===== config.mk =====
export PLATFORM = sky130hd
export DESIGN_NAME = pe_psum_drain
export DESIGN_NICKNAME = d
export VERILOG_FILES = /design/src/rtl/pe_psum_drain.sv
export SDC_FILE = /design/constraint.sdc
export NUM_CORES = 2
export LEC_CHECK = 0
export CORE_AREA = 2 2 777 779
export DETAILED_ROUTE_END_ITERATION = 16
export DIE_AREA = 0 0 779 781
export GPL_ROUTABILITY_DRIVEN = 0
export PLACE_DENSITY = 0.3
export SLEW_MARGIN = 20
export SYNTH_ARGS = -nofsm -noshare
export SYNTH_HDL_FRONTEND = slang
export SYNTH_SLANG_ARGS = --single-unit

===== constraint.sdc =====
create_clock -name CLK -period 4.7 [get_ports CLK]
set_input_delay 0.94 -clock CLK [delete_from_list [all_inputs] [get_ports CLK]]
set_output_delay 0.94 -clock CLK [all_outputs]
set_load 0.01 [all_outputs]

===== src/rtl/pe_psum_drain.sv =====
// Row-sum drain for the 11x11 PE psum matrix: snapshot, reduce KxK rows, stream.
// Optional macro PE_DRAIN_RELU_EN clamps negative row sums to zero at the output.
module pe_psum_drain #(
    parameter int DataWidth = 8
) (
    input  logic                                   CLK,
    input  logic                                   RST,
    input  logic [1:0]                             sel,
    input  logic                                   cap,
    input  logic [10:0][10:0][2*DataWidth-1:0]     Bus_P,
    output logic                                   busy,
    output logic                                   out_valid,
    input  logic                                   out_ready,
    output logic [2*DataWidth+3:0]                 out_data,
    output logic [3:0]                             out_row,
    output logic                                   out_last
);

    localparam int PW = 2 * DataWidth;
    localparam int SW = PW + 4;

    typedef enum logic [1:0] {
        IDLE,
        ACC,
        OUT
    } state_t;

    state_t                          state_q, state_d;
    logic [10:0][10:0][PW-1:0]       snap_q, snap_d;
    logic [3:0]                      k_q, k_d;
    logic [3:0]                      row_q, row_d;
    logic [3:0]                      col_q, col_d;
    logic [SW-1:0]                   acc_q, acc_d;
    logic                            busy_q, busy_d;
    logic                            valid_q, valid_d;
    logic                            last_q, last_d;
    logic [3:0]                      k_sel;
    logic [PW-1:0]                   word;
    logic [SW-1:0]                   term;

    always_comb begin
        state_d = state_q;
        snap_d  = snap_q;
        k_d     = k_q;
        row_d   = row_q;
        col_d   = col_q;
        acc_d   = acc_q;

        unique case (sel)
            2'd0:    k_sel = 4'd3;
            2'd1:    k_sel = 4'd5;
            2'd2:    k_sel = 4'd7;
            default: k_sel = 4'd11;
        endcase

        word = snap_q[row_q][col_q];
        term = {{4{word[PW-1]}}, word};

        unique case (state_q)
            IDLE: begin
                if (cap) begin
                    snap_d  = Bus_P;
                    k_d     = k_sel;
                    row_d   = 4'd0;
                    col_d   = 4'd0;
                    acc_d   = '0;
                    state_d = ACC;
                end
            end
            ACC: begin
                acc_d = acc_q + term;
                col_d = col_q + 4'd1;
                if (col_q == k_q - 4'd1) begin
                    state_d = OUT;
                end
            end
            OUT: begin
                if (out_ready) begin
                    if (row_q == k_q - 4'd1) begin
                        state_d = IDLE;
                    end else begin
                        row_d   = row_q + 4'd1;
                        col_d   = 4'd0;
                        acc_d   = '0;
                        state_d = ACC;
                    end
                end
            end
            default: state_d = IDLE;
        endcase

        // Outputs are registered from the next-state view.
        busy_d  = (state_d != IDLE);
        valid_d = (state_d == OUT);
        last_d  = (state_d == OUT) && (row_d == k_d - 4'd1);
    end

    always_ff @(posedge CLK) begin
        if (RST) begin
            state_q <= IDLE;
            snap_q  <= '0;
            k_q     <= 4'd3;
            row_q   <= 4'd0;
            col_q   <= 4'd0;
            acc_q   <= '0;
            busy_q  <= 1'b0;
            valid_q <= 1'b0;
            last_q  <= 1'b0;
        end else begin
            state_q <= state_d;
            snap_q  <= snap_d;
            k_q     <= k_d;
            row_q   <= row_d;
            col_q   <= col_d;
            acc_q   <= acc_d;
            busy_q  <= busy_d;
            valid_q <= valid_d;
            last_q  <= last_d;
        end
    end

    assign busy      = busy_q;
    assign out_valid = valid_q;
    assign out_row   = row_q;
    assign out_last  = last_q;

`ifdef PE_DRAIN_RELU_EN
    assign out_data = acc_q[SW-1] ? '0 : acc_q;
`else
    assign out_data = acc_q;
`endif

endmodule


## Word level (Yosys, flattened, before mapping)

Index checks and enable logic that the tools add are counted.

- Word-level logic and storage cells: 178
- Output and inout bits: 27
- Register bits after elaboration: 1,973

- Eq/ne operators: 11
- Add/subtract/negate cells: 5
- Magnitude comparators: 2
- Reduce and logical (&&, ||, !) cells: 7
- Muxes and demuxes: 24

Operators by type and width:

| cell | number |
|---|---|
| $bmux 176 s4 | 1 |
| $mux 176 | 1 |
| $bmux 16 s4 | 1 |
| $mux 20 | 3 |
| $pmux 20 s3 | 1 |
| $mux 4 | 8 |
| $pmux 4 s3 | 2 |
| $add 20x20->20 | 1 |
| $mux 16 | 1 |
| $eq 4x4->1 | 3 |
| $lt 4x5->1 const B | 2 |
| $add 4x1->4 const B | 2 |
| $pmux 4 s2 | 1 |
| $sub 4x1->4 const B | 2 |
| $eq 2x2->1 const B | 3 |
| $mux 2 | 3 |
| $ne 2x2->1 const B | 3 |
| $pmux 2 s3 | 1 |
| $eq 2x1->1 const B | 2 |
| $logic_not 2->1 | 2 |
| $reduce_and 4->1 | 1 |
| $reduce_bool 3->1 | 1 |
| $reduce_and 2->1 | 1 |
| $reduce_bool 2->1 | 1 |
| 2 further kinds | 2 |

## Longest topological paths before layout

- Word-level depth: 7
- Mapped depth: 26
- Gate-level depth less buffers: 20

## Worst setup path after synthesis

OpenSTA, ideal clock, no wires.

- Path type: flip-flop to flip-flop
- Start: reg row_q[1] (netlist: out_row[1])
- End: reg acc_q[18] (netlist: out_data[18])
- Setup slack: 175 ps
- Cell stages (with the launch flop): 24
- Arrival: 4,404 ps
- Clock period less this slack: 4,525 ps
- Library setup time: 122 ps
- Path through: dfxtp_1 > buf_4 > buf_4 > buf_4 > buf_2 > clkbuf_1 > mux4_2 > o21ai_0 > a21oi_1 > a21oi_1 > nor2_1 > a21oi_1 > o22ai_1 > ha_1 > inv_1 > fa_1 > nor2b_1 > o21ai_0 > a21boi_0 > o2111ai_1 > nand3_1 > a311oi_1 > o21ai_0 > a221o_1

- Longest elaborated chain between the ends: 6
- Elaborated cells between the ends (all ways): 9
- Those cells by class: add/sub: 1; eq/ne: 2; mux: 5; reduce/logical: 1

RTL lines:

| what | RTL line | RTL |
|---|---|---|
| start, declared | 31 | `logic [3:0] row_q, row_d;` |
| start signal, assigned | 113 | `row_q <= row_d;` |
| $bmux 176 s4 | 56 | `word = snap_q[row_q][col_q];` |
| $mux 176 (implied by the code) | 56 |  |
| $bmux 16 s4 | 56 |  |
| $mux 16 (implied by the code) | 56 |  |
| $add 20x20->20 | 71 | `acc_d = acc_q + term;` |
| $pmux 20 s3 | 59 | `unique case (state_q)` |
| end signal, assigned | 105 | `acc_q <= '0;` |
| end signal, assigned | 115 | `acc_q <= acc_d;` |
| end, declared | 33 | `logic [SW-1:0] acc_q, acc_d;` |

Several ways; a longest one is shown, not always the timed one. The select of a mux whose other input is x is not followed.
A chain may end at the register's enable or synchronous reset.

## Final worst setup path

- Start: reg row_q[0] (netlist: out_row[0])
- End: reg acc_q[18] (netlist: out_data[18])

The elaborated chain is that of the path after synthesis.

==> run summary <==
dpl ws - -1.53 ns
Die X - 779 µm
Post-Syn Instances - 10400
area grow syn2layout - 53.8%
Post-Route Utilization - 21.6%
final hold viol count - 0
simple-gate portion of the synthesized area - 18.6%
via count - 86400
leakage - 45.0 nW
multi-input logic area - 0.0428 mm²
synth cell count leaders - 3918 x nand2_1, 2107 x a21oi_1, 1973 x dfxtp_1, 661 x clkbuf_1, 433 x mux2i_1
CP most frequent cell - buf_4
cts hold-fix bufs - 0
failing checks - setup timing
CP Class - flop to flop
FF/Latch Area - 0.0395 mm²
fraction of layout cells with a size suffix above 1 - 13.7%
reg2reg start - out_row[0]
Hold Startpoint - snap_q[697]
DRC violations left - 0
Port-buffer cells - 1968
CTS clk-pin slew, worst paths - 0.06 ns
fin worst setup slack - -0.452 ns
total grt overflow - 0
Compound-Gate Fraction of Synth Area - 16.7%
worst vdd ir - 0.245 mV
Hold Path Sink - snap_q[697]
Ys Warns - 0
xor-xnor portion of the synthesized cell area - 0.321%
CTS root buf - clkbuf_16
top-count cell post-synth - nand2_1
R2R setup slack - -0.45 ns
CP max stage delay - 0.51 ns
critical path's top delay family - compound AO/OA/AOI/OAI gates
reg-to-reg endpoint - out_data[18]
number of global-route vias before repair - 85600
total wire length - 669000 µm
mux cell area share after synthesis - 12.7%
mapped cell area - 0.0845 mm²
Cell Area, Placed - 0.117 mm²
Synth Register Bits - 1973
Power per Cell Area - 381 mW/mm²
global-route wire length before repair - 854000 µm
Top FF cell, synth - dfxtp_1
setup violators final - 13
Clk Latency, worst-skew pair - 0.98 ns
Post-Syn Nets - 12300
die span in y - 781 µm
Least-Margin Pin Slew - 1.18 ns
register area share after synthesis - 46.8%
Antenna Nets Post-Route - 0
crit path max fanout - 8
Area contributors post-synth - dfxtp_1 47%, nand2_1 17%, a21oi_1 12%, mux4_2 6.9%, mux2i_1 5.1%
Hold Path Cell Cnt - 2
Final HPWL DP - 542000 µm
Clock Skews - 0.0758 ns
initial antenna violation count - 393
CTS tree - done
violation count after the first detailed-route iteration - 6212
CP Capture Type - flop
area leader, netlist - dfxtp_1
design area - 0.130 mm²
Initial Util - 14.1%
Longest Clk Path Bufs - 4
WP data required - 5.49 ns
CP bufs+invs - 7
Tmin final - 5.15 ns
largest net degree at the start of global routing - 188
CTS Sinks - 1973
IO Count - 1969
unrepaired setup endpoints after global routing - true
Wirelength per Cell - 32.0 µm
f_max - 194 MHz
Rel. slew slack - 21.3%
Post-Synth Adder-Cell Area - 0.394%
library cells used by synthesis - 67
share of the synthesized area in the top cell type - 46.8%
CTS Buf Count - 279
FFs w/ async S/R, synth - 0%
H-tree lvl count - 5
HP Class - flop to flop
syn_area_per_cell - 8.14 µm²
nets - 14500
Max stage delay cell, worst path - a211oi_4
Startpoint Class - flop
total global-route track usage - 20.9%
WP data arrival - 5.95 ns
status - complete, but fails checks
row count - 285
final worst path period share - 110%
Via density - 4.14
EDFF count, synth - 0
Reg2Reg Depth - 26
Die Area - 0.608 mm²
Max Cap Violations - 0
Layout fillers - 67000
Max Slew Vio Count - 0
DR pass1 iterations - 5
setup_tns - -3.24 ns
largest family of logic cells by synthesized area - simple AND/OR/NAND/NOR gates
Core ar. - 0.601 mm²
-- cell type report --
type | instances | share of cell area, %
tap | 8036 | 7.74
multi-input combinational | 7505 | 33.0
clock buffer | 409 | 6.30
timing repair buffer | 2743 | 21.4
inverter | 18 | 0.0578
antenna | 126 | 0.243
clock inverter | 87 | 0.865
sequential | 1973 | 30.4
-- state kept, by name, indices dropped and copies added, names as in the netlist --
name and cells:
busy 1, col_q 4, k_q 4, out_data 20, out_last 1, out_row 4, out_valid 1, snap_q 1936
state_q 2
-- worst register-to-register path, stage by stage (launching register included) --
cell and delay [ns]:
dfxtp_4 0.36, buf_12 0.16, buf_16 0.24, buf_12 0.13
mux2i_2 0.14, o221ai_2 0.34, buf_4 0.20, a21oi_2 0.05
nor3_2 0.25, buf_4 0.18, a21oi_4 0.04, a211oi_4 0.51
a31oi_1 0.08, buf_4 0.18, o22ai_2 0.12, ha_2 0.22
inv_2 0.04, fa_2 0.37, nor2b_4 0.13, o21ai_2 0.08
a21boi_2 0.22, o2111ai_4 0.17, nand3_4 0.13, a311oi_4 0.11
o21ai_2 0.20, nor4b_2 0.07, a221o_1 0.29
-- per-layer routing --
layer,global-route usage (%),wire (µm),vias to the layer above
met5,0,853,-
met4,5.42,19200,132
met3,4.20,38600,972
met2,35.5,318000,2946
met1,26.9,291000,42600
li1,-,-,39800
-- cell families after synthesis --
family          Yosys count
compound gates         2587
xor+xnor                 31
fa+ha+maj                26
buf+inv                 898
flops                  1973
mux                     724
simple gates           4137
-- stage by stage --
stage                     cells  hold WS [ns]  power, W
after floorplan           10400         0.432    0.0220
after global placement    20200         0.441    0.0276
after detailed placement  20200         0.443    0.0276
after CTS                 20700         0.401    0.0502
after global routing      20900         0.458    0.0514
final                     20900         0.450    0.0494
-- placed cells by master, fill, tap and decap left out, drive strengths merged, types with 98 or more instances in the layout --
cell type / count
nand2: 3918
a21oi: 2107
dfxtp: 1973
clkdlybuf4s50: 1967
buf: 766
mux2i: 433
clkbuf: 411
mux4: 270
diode: 126
o221ai: 126
nor2: 118
o22ai: 98
-- what timing repair did --
item / CTS / global route
pin swaps: 43 / 96
resized for setup: 208 / 169
endpoints found under the setup margin: 19 / 15
cloned: 10 / 1
buffers inserted: 40 / 46
-- worst max path at each step --
stage / cells past startpoint / slack, ns / from / endpoint
2_1_floorplan: 23 / 0.17 / out_row[1] / out_data[18]
3_3_place_gp: 22 / -1.60 / out_row[0] / out_data[18]
3_5_place_dp: 22 / -1.53 / out_row[0] / out_data[18]
4_1_cts: 22 / -0.50 / out_row[0] / out_data[19]
5_1_grt: 26 / -0.57 / out_row[0] / out_data[18]
6_report: 26 / -0.45 / out_row[0] / out_data[18]
-- where the power goes --
part           total [W]  leakage [nW]  internal [W]  switching, W
clock             0.0221          4.55        0.0128       0.00927
sequential        0.0188          16.2        0.0179      0.000891
combinational    0.00856          24.2       0.00357       0.00499
total             0.0494          45.0        0.0343        0.0152
Power figures use the tool's default switching activity.
